**config.mk**
```make
export PLATFORM = sky130hd
export DESIGN_NAME = alarm_entry_ctrl
export DESIGN_NICKNAME = d
export VERILOG_FILES = /design/src/rtl/alarm_clock_pkg.sv /design/src/rtl/hhmm_validator.sv /design/src/rtl/alarm_entry_ctrl.sv
export SDC_FILE = /design/constraint.sdc
export NUM_CORES = 1
export LEC_CHECK = 0
export ABC_CLOCK_PERIOD_IN_PS = 4160
export CAP_MARGIN = 20
export CORE_UTILIZATION = 50
export DETAILED_ROUTE_END_ITERATION = 8
export HOLD_SLACK_MARGIN = 0.1
export MAX_ROUTING_LAYER = met4
export PLACE_DENSITY_LB_ADDON = 0.3
export SYNTH_ARGS = -nofsm -noshare
export SYNTH_HDL_FRONTEND = slang
export SYNTH_SLANG_ARGS = --single-unit
```
**constraint.sdc**
```tcl
create_clock -name clock -period 4.16 [get_ports clock]
set_input_delay 0.832 -clock clock [delete_from_list [all_inputs] [get_ports clock]]
set_output_delay 0.832 -clock clock [all_outputs]
set_load 0.01 [all_outputs]
```
**src/rtl/alarm_clock_pkg.sv**
```systemverilog
// Shared types and BCD digit limits for the alarm clock keypad and time-set paths.
package alarm_clock_pkg;

   typedef enum logic [1:0] {
      StIdle,
      StEntry,
      StCommit
   } entry_state_e;

   localparam logic [3:0] MAX_MS_HR       = 4'd2;
   localparam logic [3:0] MAX_LS_HR_AT_20 = 4'd3;
   localparam logic [3:0] MAX_MS_MIN      = 4'd5;
   localparam logic [3:0] MAX_DIGIT       = 4'd9;

endpackage

```
**src/rtl/hhmm_validator.sv**
```systemverilog
// Combinational 24-hour HH:MM legality check on four BCD digits.
module hhmm_validator
   import alarm_clock_pkg::*;
(
   input  logic [3:0] ms_hr_i,
   input  logic [3:0] ls_hr_i,
   input  logic [3:0] ms_min_i,
   input  logic [3:0] ls_min_i,
   output logic       time_ok_o
);

   logic hr_ok;
   logic min_ok;

   // Hours 20-23 cap the low hour digit at 3.
   assign hr_ok  = (ms_hr_i <= MAX_MS_HR) && (ls_hr_i <= MAX_DIGIT) &&
                   ((ms_hr_i != MAX_MS_HR) || (ls_hr_i <= MAX_LS_HR_AT_20));
   assign min_ok = (ms_min_i <= MAX_MS_MIN) && (ls_min_i <= MAX_DIGIT);

   assign time_ok_o = hr_ok && min_ok;

endmodule

```
**src/rtl/alarm_entry_ctrl.sv**
```systemverilog
// Keypad HH:MM alarm entry: shift buffer, inactivity timeout and commit FSM.
// Define ALARM_ENTRY_VALIDATE_EN to reject illegal times and enable entry_error.
module alarm_entry_ctrl
   import alarm_clock_pkg::*;
#(
   parameter int unsigned TIMEOUT_SEC = 10
) (
   input  logic       clock,
   input  logic       reset,
   input  logic       one_second,
   input  logic       key_valid,
   input  logic [3:0] key_digit,
   input  logic       key_clear,
   input  logic       alarm_button,
   output logic [3:0] new_alarm_ms_hr,
   output logic [3:0] new_alarm_ls_hr,
   output logic [3:0] new_alarm_ms_min,
   output logic [3:0] new_alarm_ls_min,
   output logic       load_new_alarm,
   output logic       entry_active,
   output logic       entry_error
);

   localparam logic [7:0] TimeoutCnt = 8'(TIMEOUT_SEC);

   entry_state_e     state_q, state_d;
   logic [3:0][3:0]  digits_q, digits_d;  // [3] = ms_hr ... [0] = ls_min
   logic [7:0]       secs_q, secs_d;
   logic             key_ok;
   logic             expired;
   logic             shift;
   logic             clear;

   assign key_ok  = key_valid && (key_digit <= MAX_DIGIT);
   assign expired = (secs_q == TimeoutCnt);

`ifdef ALARM_ENTRY_VALIDATE_EN
   logic time_ok;
   logic err_q, err_d;

   hhmm_validator u_validator (
      .ms_hr_i   (digits_q[3]),
      .ls_hr_i   (digits_q[2]),
      .ms_min_i  (digits_q[1]),
      .ls_min_i  (digits_q[0]),
      .time_ok_o (time_ok)
   );

   assign entry_error = err_q;
`else
   assign entry_error = 1'b0;
`endif

   always_comb begin
      state_d = state_q;
      shift   = 1'b0;
      clear   = 1'b0;
`ifdef ALARM_ENTRY_VALIDATE_EN
      err_d   = 1'b0;
`endif
      unique case (state_q)
         StIdle: begin
            if (key_ok) begin
               shift   = 1'b1;
               state_d = StEntry;
            end
         end
         StEntry: begin
            if (key_clear || expired) begin
               clear   = 1'b1;
               state_d = StIdle;
            end else if (alarm_button) begin
`ifdef ALARM_ENTRY_VALIDATE_EN
               if (time_ok) begin
                  state_d = StCommit;
               end else begin
                  err_d   = 1'b1;
                  clear   = 1'b1;
                  state_d = StIdle;
               end
`else
               state_d = StCommit;
`endif
            end else if (key_ok) begin
               shift = 1'b1;
            end
         end
         StCommit: begin
            clear   = 1'b1;
            state_d = StIdle;
         end
         default: state_d = StIdle;
      endcase

      digits_d = digits_q;
      if (clear) begin
         digits_d = '0;
      end else if (shift) begin
         digits_d = {digits_q[2:0], key_digit};
      end

      // Count only idle seconds spent in ENTRY; any accepted key restarts it.
      secs_d = secs_q;
      if ((state_d != StEntry) || shift) begin
         secs_d = '0;
      end else if (one_second) begin
         secs_d = secs_q + 8'd1;
      end
   end

   always_ff @(posedge clock or posedge reset) begin
      if (reset) begin
         state_q  <= StIdle;
         digits_q <= '0;
         secs_q   <= '0;
`ifdef ALARM_ENTRY_VALIDATE_EN
         err_q    <= 1'b0;
`endif
      end else begin
         state_q  <= state_d;
         digits_q <= digits_d;
         secs_q   <= secs_d;
`ifdef ALARM_ENTRY_VALIDATE_EN
         err_q    <= err_d;
`endif
      end
   end

   assign new_alarm_ms_hr  = digits_q[3];
   assign new_alarm_ls_hr  = digits_q[2];
   assign new_alarm_ms_min = digits_q[1];
   assign new_alarm_ls_min = digits_q[0];
   assign load_new_alarm   = (state_q == StCommit);
   assign entry_active     = (state_q == StEntry);

endmodule

```
* After elaboration in Yosys (flattened, before gate mapping) *
Cells that the tools add are included.

operators by class
  $add $sub $neg = 1
  $lt $le $gt $ge = 1
  eq/ne operators = 4
  multiplexer cells = 14
  reduce and logical (&&, ||, !) cells = 6

operators with widths
  cell                                                    number
  2-to-1 mux 16 bit                                       2
  2-to-1 mux 8 bit                                        2
  adder 8 x 1 -> 8 bit (second input constant)            1
  == test 8 x 4 -> 1 bit (second input constant)          1
  2-to-1 mux 2 bit                                        3
  less-or-equal comparator 4 bit (second input constant)  1
  2-to-1 mux 1 bit                                        4
  case mux 1 bit (2 select lines)                         2
  case mux 2 bit (2 select lines)                         1
  nonzero test 2 bit                                      2
  == test 2 x 1 -> 1 bit (second input constant)          1
  == test 2 bit (second input constant)                   1
  zero test 2 bit                                         1
  logical OR 1 bit                                        2
  != test 2 x 1 -> 1 bit (second input constant)          1
  logical AND 1 bit                                       1

storage, ports and cells
  register bits = 26
  input port bits = 10
  output and inout port bits = 19
  logic and storage cells = 32

* Logic depth before layout (Yosys ltp) *
Gate-level depths: netlist (run 1).

  depth in word-level cells = 8
  gate-level depth with buffers = 7
  gate-level depth less buffers = 6

* Least setup slack after synthesis (run 1) *
No wires, ideal clock.

  path type = input to register
  from = input key_digit[1]
  to = register digits_q, in the netlist new_alarm_ls_min[2]
  setup time = 0.073 ns
  arrival time = 1.839 ns
  data required time = 4.087 ns
  slack = 2.248 ns
  stages on the path = 6
  path buffers = 2
  path through = o21ai_0 and2_1 clkbuf_2 dlymetal6s2s_1 nand3_1 a21oi_2

on the way
  word-level cells in the longest chain between the ends = 7

RTL lines
  element                              RTL line                                        text
  from (decl)                          alarm_entry_ctrl.sv:12                          input logic [3:0] key_digit,
  less-or-equal comparator 4 bit (*)   alarm_entry_ctrl.sv:34                          assign key_ok = key_valid && (key_digit <= MAX_DIGIT);
  logical AND 1 bit (*)                alarm_entry_ctrl.sv:34
  2-to-1 mux 1 bit (*)                 alarm_entry_ctrl.sv:63, alarm_entry_ctrl.sv:84
  2-to-1 mux 1 bit                     alarm_entry_ctrl.sv:72                          end else if (alarm_button) begin
  2-to-1 mux 1 bit                     alarm_entry_ctrl.sv:69                          if (key_clear || expired) begin
  case mux 1 bit (2 select lines) (*)  alarm_entry_ctrl.sv:61                          unique case (state_q)
  nonzero test 2 bit (no line) (*)     -
  to (signal assigned)                 alarm_entry_ctrl.sv:121                         digits_q <= digits_d;
  to (decl)                            alarm_entry_ctrl.sv:27                          logic [3:0][3:0] digits_q, digits_d;

Mark *: on every way between the ends. The rest lies on a longest branch, timed or not.
A chain may end at the register's enable or synchronous reset.

* Worst setup path in the final report (run 1) *
  from = register state_q[1]
  to = output entry_active

on the way
  word-level cells in the longest chain between the ends = 1

RTL lines
  element                 RTL line                 text
  from (decl)             alarm_entry_ctrl.sv:26   entry_state_e state_q, state_d;
  from (signal assigned)  alarm_entry_ctrl.sv:113  state_q <= StIdle;
  from (signal assigned)  alarm_entry_ctrl.sv:120  state_q <= state_d;
  == test 2 x 1 -> 1 bit  alarm_entry_ctrl.sv:134  assign entry_active = (state_q == StEntry);
  to (decl)               alarm_entry_ctrl.sv:20   output logic entry_active,

No other way between the ends.

==> metrics.md, run 1 <==
| Metric | Value |
|---|---|
| Worst Tran Pin Value | 0.722 ns |
| Leak | 0.708 nW |
| Drt first-iter violations | 33 |
| TritonCTS Buffers | 3 |
| CTS sink cnt | 26 |
| Largest net degree at the start of global routing | 27 |
| Initial Util | 52.5% |
| Commonest non-fill, non-tap cell in the layout | clkdlybuf4s50_1 |
| IO buf count | 27 |
| Row count | 19 |
| Via count | 1145 |
| H-Tree Depth | 1 |
| CP arrival | around 1.7 ns |
| CP Max Fanout | 5 |
| Netlist cell types | 38 |
| Synth warnings | 0 |
| RSZ-0062 raised after global routing | no |
| Post-synth ARST share | 100% |
| Number of synthesized flops with an enable pin | 0 |
| Clk root buf | clkbuf_4 |
| Worst slew margin | 51.6% |
| Post-cts sizing count | 0 |
| Setup TNS | 0 ns |
| Setup ws final | between 1.5 and 2 ns |
| Global-route usage over all layers | between 20% and 30% |
| Clk Latency, worst-skew pair | 0.32 ns |
| PwrDens | 600 nW/um^2 |
| Core area | between 2000 and 3000 um^2 |
| Worst vdd ir | between 0.4 and 0.5 mV |
| Maximum root-to-sink buffer count | 2 |
| Initial antenna violation count | 0 |
| Post-CTS Setup Bufs | 0 |
| Required time of the worst setup path | 3.33 ns |
| Routed Antenna Nets | 0 |
| Vias per Instance | ~5.8 |
| Critical-path cell list | inv_1 > ha_1 > clkdlybuf4s50_1 |
| Crit start category | flip-flop |
| Final wirelength | approximately 2900 um |
| Syn Std Cell Area | 1440 um^2 |
| Pre-CTS setup slack | 1.44 ns |
| Setup violators final | 0 |
| Mapped Cells | 143 |
| Vias in the first global route | about 1100 |
| Worst path max stage delay | 0.56 ns |
| DR WL/cell | 14.5 um |
| Hold WS | 0.551 ns |
| DRC Markers | 0 |
| Flops & latches, synth | 26 |
| Critical R2R Launch | secs_q[0] |
| # hold bufs at CTS | 0 |
| I/O pins | 29 |
| GP Congestion | approximately 0.9 |
| Crit. Startpoint | state_q[1] |
| DIE AREA | 3090 um^2 |
| Final Cycle Share | between 60 and 70% |
| Final #Nets | 183 |
| Most frequent cells in the layout | clkdlybuf4s50_1 (27), dfrtp_1 (26), o21ai_0 (18), a21oi_1 (18), nand3_1 (16) |
| CP bufs+invs | 2 |
| Worst Skew | between 0.005 and 0.006 ns |
| HP Class | reg2reg |
| Synth Flop Type | dfrtp_1 |
| DP HPWL | between 1500 and 2000 um |
| Syn_area_per_cell | roughly 10 um^2 |
| Slowest library cell on the worst path | clkdlybuf4s50_1 |
| Max Cap Violations | 0 |
| Crit. End Element | output port |
| Final hold violations | 0 |
| Fill cells | roughly 230 |
| Status | complete, no violations |
| Clock Pin Slew Worst Setup and Hold Paths | approximately 0.14 ns |
| Critical Setup Path Class | reg2out |
| Syn nets | 158 |
| Pre-antenna DRT Iters | 4 |
| First-pass GRT wire length | slightly below 5000 um |
| Sequential share of the synthesized area | 45.3% |
| Reg area | 651 um^2 |
| CTS tree | built |
| P&R area growth vs syn | 22.7% |
| Die height | 55.6 um |
| Crit path time final | 2.50 ns |
| Die span in x | 55.6 um |
| Cell family with the largest share of critical-path delay | buffers and inverters |
| Share of cells above drive strength 1 | 10.8% |
| Max-slew violation count | 0 |
| GRT overflow | 0 |
| N_diodes | 0 |
| Fmax | about 0.40 GHz |
| Area of the multi-input gates | 708 um^2 |
| Hold Crit Start | new_alarm_ms_hr[1] |
## through the flow
| step | cell area (um^2) | utilization, % | total power, mW | cells |
|---|---|---|---|---|
| after CTS | 1740 | 63.5 | 1.06 | 197 |
| after global routing | 1760 | 64.5 | 1.13 | 198 |
| final | 1760 | 64.5 | 1.06 | 198 |
| after global placement | 1680 | 61.6 | 0.878 | 193 |
| after detailed placement | 1680 | 61.6 | 0.886 | 193 |
| after floorplan | 1440 | - | 0.699 | 143 |
## Yosys cell counts (2+ instances only)
cell	count	area, um^2
a21oi_1	18	90.1
nand3_1	16	80.1
o21ai_0	18	90.1
buf_6	2	22.5
nand4_1	3	18.8
nor3b_1	2	15.0
xor2_1	6	52.6
nand2_1	6	22.5
nor2_1	9	33.8
dfrtp_1	26	651
clkbuf_1	2	7.51
inv_1	4	15.0
buf_4	2	15.0
ha_1	5	62.6
## layout make-up
cell class / instances / area share, %
Timing Repair Buffer: 28 / 16.9
Inverter: 4 / 0.852
Tap cell: 31 / 2.20
Clock inverter: 1 / 1.70
Sequential cell: 26 / 36.9
Clock buffer: 3 / 1.28
Multi-Input combinational cell: 105 / 40.2
## sequential cells by signal, indices dropped and copies added, names as in the netlist
signal,cells
new_alarm_ms_min,4
new_alarm_ls_hr,4
new_alarm_ms_hr,4
new_alarm_ls_min,4
state_q,2
secs_q,8
## report_power, final
group / switching [mW] / total [mW] / internal (mW)
Clock: 0.0744 / 0.172 / 0.0974
Combinational: 0.260 / 0.499 / 0.239
Sequential: 0.0562 / 0.386 / 0.330
Total: 0.391 / 1.06 / 0.667
## worst reg2reg max path: stages (launching register included)
cell      delay (ns)
dfrtp_1         0.44
inv_1           0.07
ha_1            0.16
nor4b_4         0.44
nand2_1         0.18
a21boi_2        0.62
a21oi_1         0.10
## final timing paths
path                            cells after the start  slack, ns                   to
worst max register to register                      6       2.02  new_alarm_ls_min[3]
worst min register to register                      2       0.55   new_alarm_ms_hr[1]
worst max-delay path                                3       1.66         entry_active
worst min-delay path                                2       0.55   new_alarm_ms_hr[1]
min in group asynchronous                           2       0.67  new_alarm_ls_min[3]
max in group asynchronous                           3       3.15            secs_q[3]
## cell families after synthesis
kind of cell	count (synthesis)	synth area share, %
AO/OA/AOI/OAI	46	21.6
AND/OR/NAND/NOR	46	18.8
flip-flops	26	45.3
buffers and inverters	12	5.40
XOR/XNOR	7	4.27
adder cells (fa/ha/maj)	5	4.36
other	1	0.261
## layer usage
layer	vias to the layer above	wire [um]	track usage, %
met1	549	1460	29.8
met4	0	63	7.86
met5	-	0	-
li1	559	-	-
met2	31	1230	28.6
met3	6	118	2.79
No activity file was read; power rests on OpenSTA's default activity.
==> run 2, diff against run 1 <==
--- a/config.mk
+++ b/config.mk
@@ -5,7 +5,7 @@
 export SDC_FILE = /design/constraint.sdc
 export NUM_CORES = 1
 export LEC_CHECK = 0
-export ABC_CLOCK_PERIOD_IN_PS = 4160
+export ABC_CLOCK_PERIOD_IN_PS = 2400
 export CAP_MARGIN = 20
 export CORE_UTILIZATION = 50
 export DETAILED_ROUTE_END_ITERATION = 8
==> constraint.sdc (replaced) <==
create_clock -name clock -period 2.4 [get_ports clock]
set_input_delay 0.48 -clock clock [delete_from_list [all_inputs] [get_ports clock]]
set_output_delay 0.48 -clock clock [all_outputs]
set_load 0.01 [all_outputs]
==> run 2 against run 1 <==
Global-route usage up 1.3 points. Worst hold slack lost 0.065 ns. Sequential share of layout area decreased by 0.052 points. Cell area increased by 0.14%. Sequential power grew 75%. Critical path depth stayed put. Clock skew up 0.0085 ns. Flip-flop and latch count is the same. Critical endpoint unchanged. Total power up 76%. Final cell count grew 1.5%. Die area unchanged. Register-to-register slack got worse by 1.6 ns.
==> metrics.md, run 2 (synthesis results as in run 1) <==
| Metric | Value |
|---|---|
| Status | complete, no violations |
| IO buf count | 27 |
| Setup ws final | approximately 0.22 ns |
| H-Tree Depth | 1 |
| Die span in x | 55.6 um |
| Leak | 0.715 nW |
| Reg area | 651 um^2 |
| Pre-CTS setup slack | 0.282 ns |
| CP Max Fanout | 5 |
| Max Cap Violations | 0 |
| TritonCTS Buffers | 3 |
| CP arrival | 1.70 ns |
| Post-CTS Setup Bufs | 0 |
| Worst slew margin | 63.5% |
| DIE AREA | 3090 um^2 |
| GP Congestion | roughly 0.9 |
| Largest net degree at the start of global routing | 27 |
| Via count | 1171 |
| Worst vdd ir | just under 0.8 mV |
| Pre-antenna DRT Iters | 4 |
| DR WL/cell | approximately 15 um |
| DP HPWL | between 2000 and 2500 um |
| Die height | 55.6 um |
| Final wirelength | 3060 um |
| RSZ-0062 raised after global routing | no |
| Fmax | 0.459 GHz |
| HP Class | in2async |
| Vias in the first global route | 1140 |
| GRT overflow | 0 |
| CTS tree | built |
| Worst Skew | roughly 0.014 ns |
| Drt first-iter violations | 35 |
| Maximum root-to-sink buffer count | 2 |
| PwrDens | 1060 nW/um^2 |
| Final #Nets | around 190 |
| Clk root buf | clkbuf_4 |
| Fill cells | 220 |
| Worst path max stage delay | 0.56 ns |
| Most frequent cells in the layout | clkdlybuf4s50_1 (27), dfrtp_1 (26), o21ai_0 (18), a21oi_1 (18), nand3_1 (16) |
| Share of cells above drive strength 1 | 12.4% |
| Final Cycle Share | 90.7% |
| Final hold violations | 0 |
| Vias per Instance | 5.83 |
| N_diodes | 0 |
| CTS sink cnt | 26 |
| Worst Tran Pin Value | 0.544 ns |
| # hold bufs at CTS | 0 |
| Core area | 2730 um^2 |
| Largest Register | secs_q |
| Instance count on the critical path | 3 |
| CP bufs+invs | 2 |
| Global-route usage over all layers | 21.6% |
| Max reg flops | 8 |
| Max-slew violation count | 0 |
| Routed Antenna Nets | 0 |
| DRC Markers | 0 |
| First-pass GRT wire length | 5150 um |
| Crit path time final | between 2 and 2.5 ns |
| Crit. End Element | output port |
| Required time of the worst setup path | 1.92 ns |
| Crit start category | flip-flop |
| Critical-path cell list | inv_1 > ha_1 > clkdlybuf4s50_1 |
| I/O pins | 29 |
| Final Core Density | 64.6% |
| Clock Pin Slew Worst Setup and Hold Paths | 0.15 ns |
| P&R area growth vs syn | 22.9% |
| Setup TNS | 0 ns |
| Tot Pwr | 1.86 mW |
| Initial Util | 52.5% |
| Critical Setup Path Class | reg2out |
| Area of the multi-input gates | 708 um^2 |
| Commonest non-fill, non-tap cell in the layout | clkdlybuf4s50_1 |
| Reg2Reg Depth | 6 |
| Clk Latency, worst-skew pair | 0.33 ns |
| Row count | 19 |
| Setup violators final | 0 |
| Cell family with the largest share of critical-path delay | buffers and inverters |
| Initial antenna violation count | 0 |
| Post-cts sizing count | 0 |
| Slowest library cell on the worst path | clkdlybuf4s50_1 |
run 2: final cells by class:
| type | instances | area share, % |
|---|---|---|
| Multi-Input combinational cell | 105 | 40.1 |
| Timing Repair Buffer | 31 | 17.0 |
| Sequential cell | 26 | 36.9 |
| Clock inverter | 1 | 1.70 |
| Tap cell | 31 | 2.20 |
| Inverter | 4 | 0.850 |
| Clock buffer | 3 | 1.28 |
run 2: worst reg2reg max path: cells and delay by family (launching register included):
family	cells	cell delay [ns]
compound gates	3	0.67
fa+ha+maj	1	0.31
buf+inv	1	0.13
flops	1	0.42
simple gates	1	0.35
run 2: report_power, final:
group	internal (mW)	switching, mW	leakage [nW]
combinational	0.435	0.452	0.336
sequential	0.572	0.106	0.351
clock	0.169	0.130	0.0279
total	1.18	0.688	0.715
run 2: per-stage QoR:
stage                     cell area, um^2  instances  hold WS [ns]
after floorplan                      1440        143         0.520
after global placement               1710        197         0.531
after detailed placement             1710        197         0.535
after CTS                            1770        201         0.493
after global routing                 1770        201         0.521
final                                1770        201         0.486
run 2: layer usage:
| metal | GRT usage (%) | up-vias | routed length [um] | part of all wire [%] |
|---|---|---|---|---|
| li1 | - | 564 | - | - |
| met1 | 29.7 | 573 | 1450 | 47 |
| met2 | 34.3 | 32 | 1460 | 48 |
| met3 | 2.79 | 2 | 126 | 4.1 |
| met4 | 5.36 | 0 | 22 | 0.72 |
| met5 | - | - | 0 | 0 |
run 2: final timing paths:
path / slack (ns) / to / start
min reg2reg: 0.56 / new_alarm_ls_hr[0] / new_alarm_ms_min[0]
min: 0.49 / new_alarm_ls_hr[3] / reset
max: 0.22 / entry_active / state_q[1]
max in group asynchronous: 1.66 / secs_q[1] / reset
max reg2reg: 0.46 / new_alarm_ls_min[3] / state_q[0]
min in group clock: 0.56 / new_alarm_ls_hr[0] / new_alarm_ms_min[0]
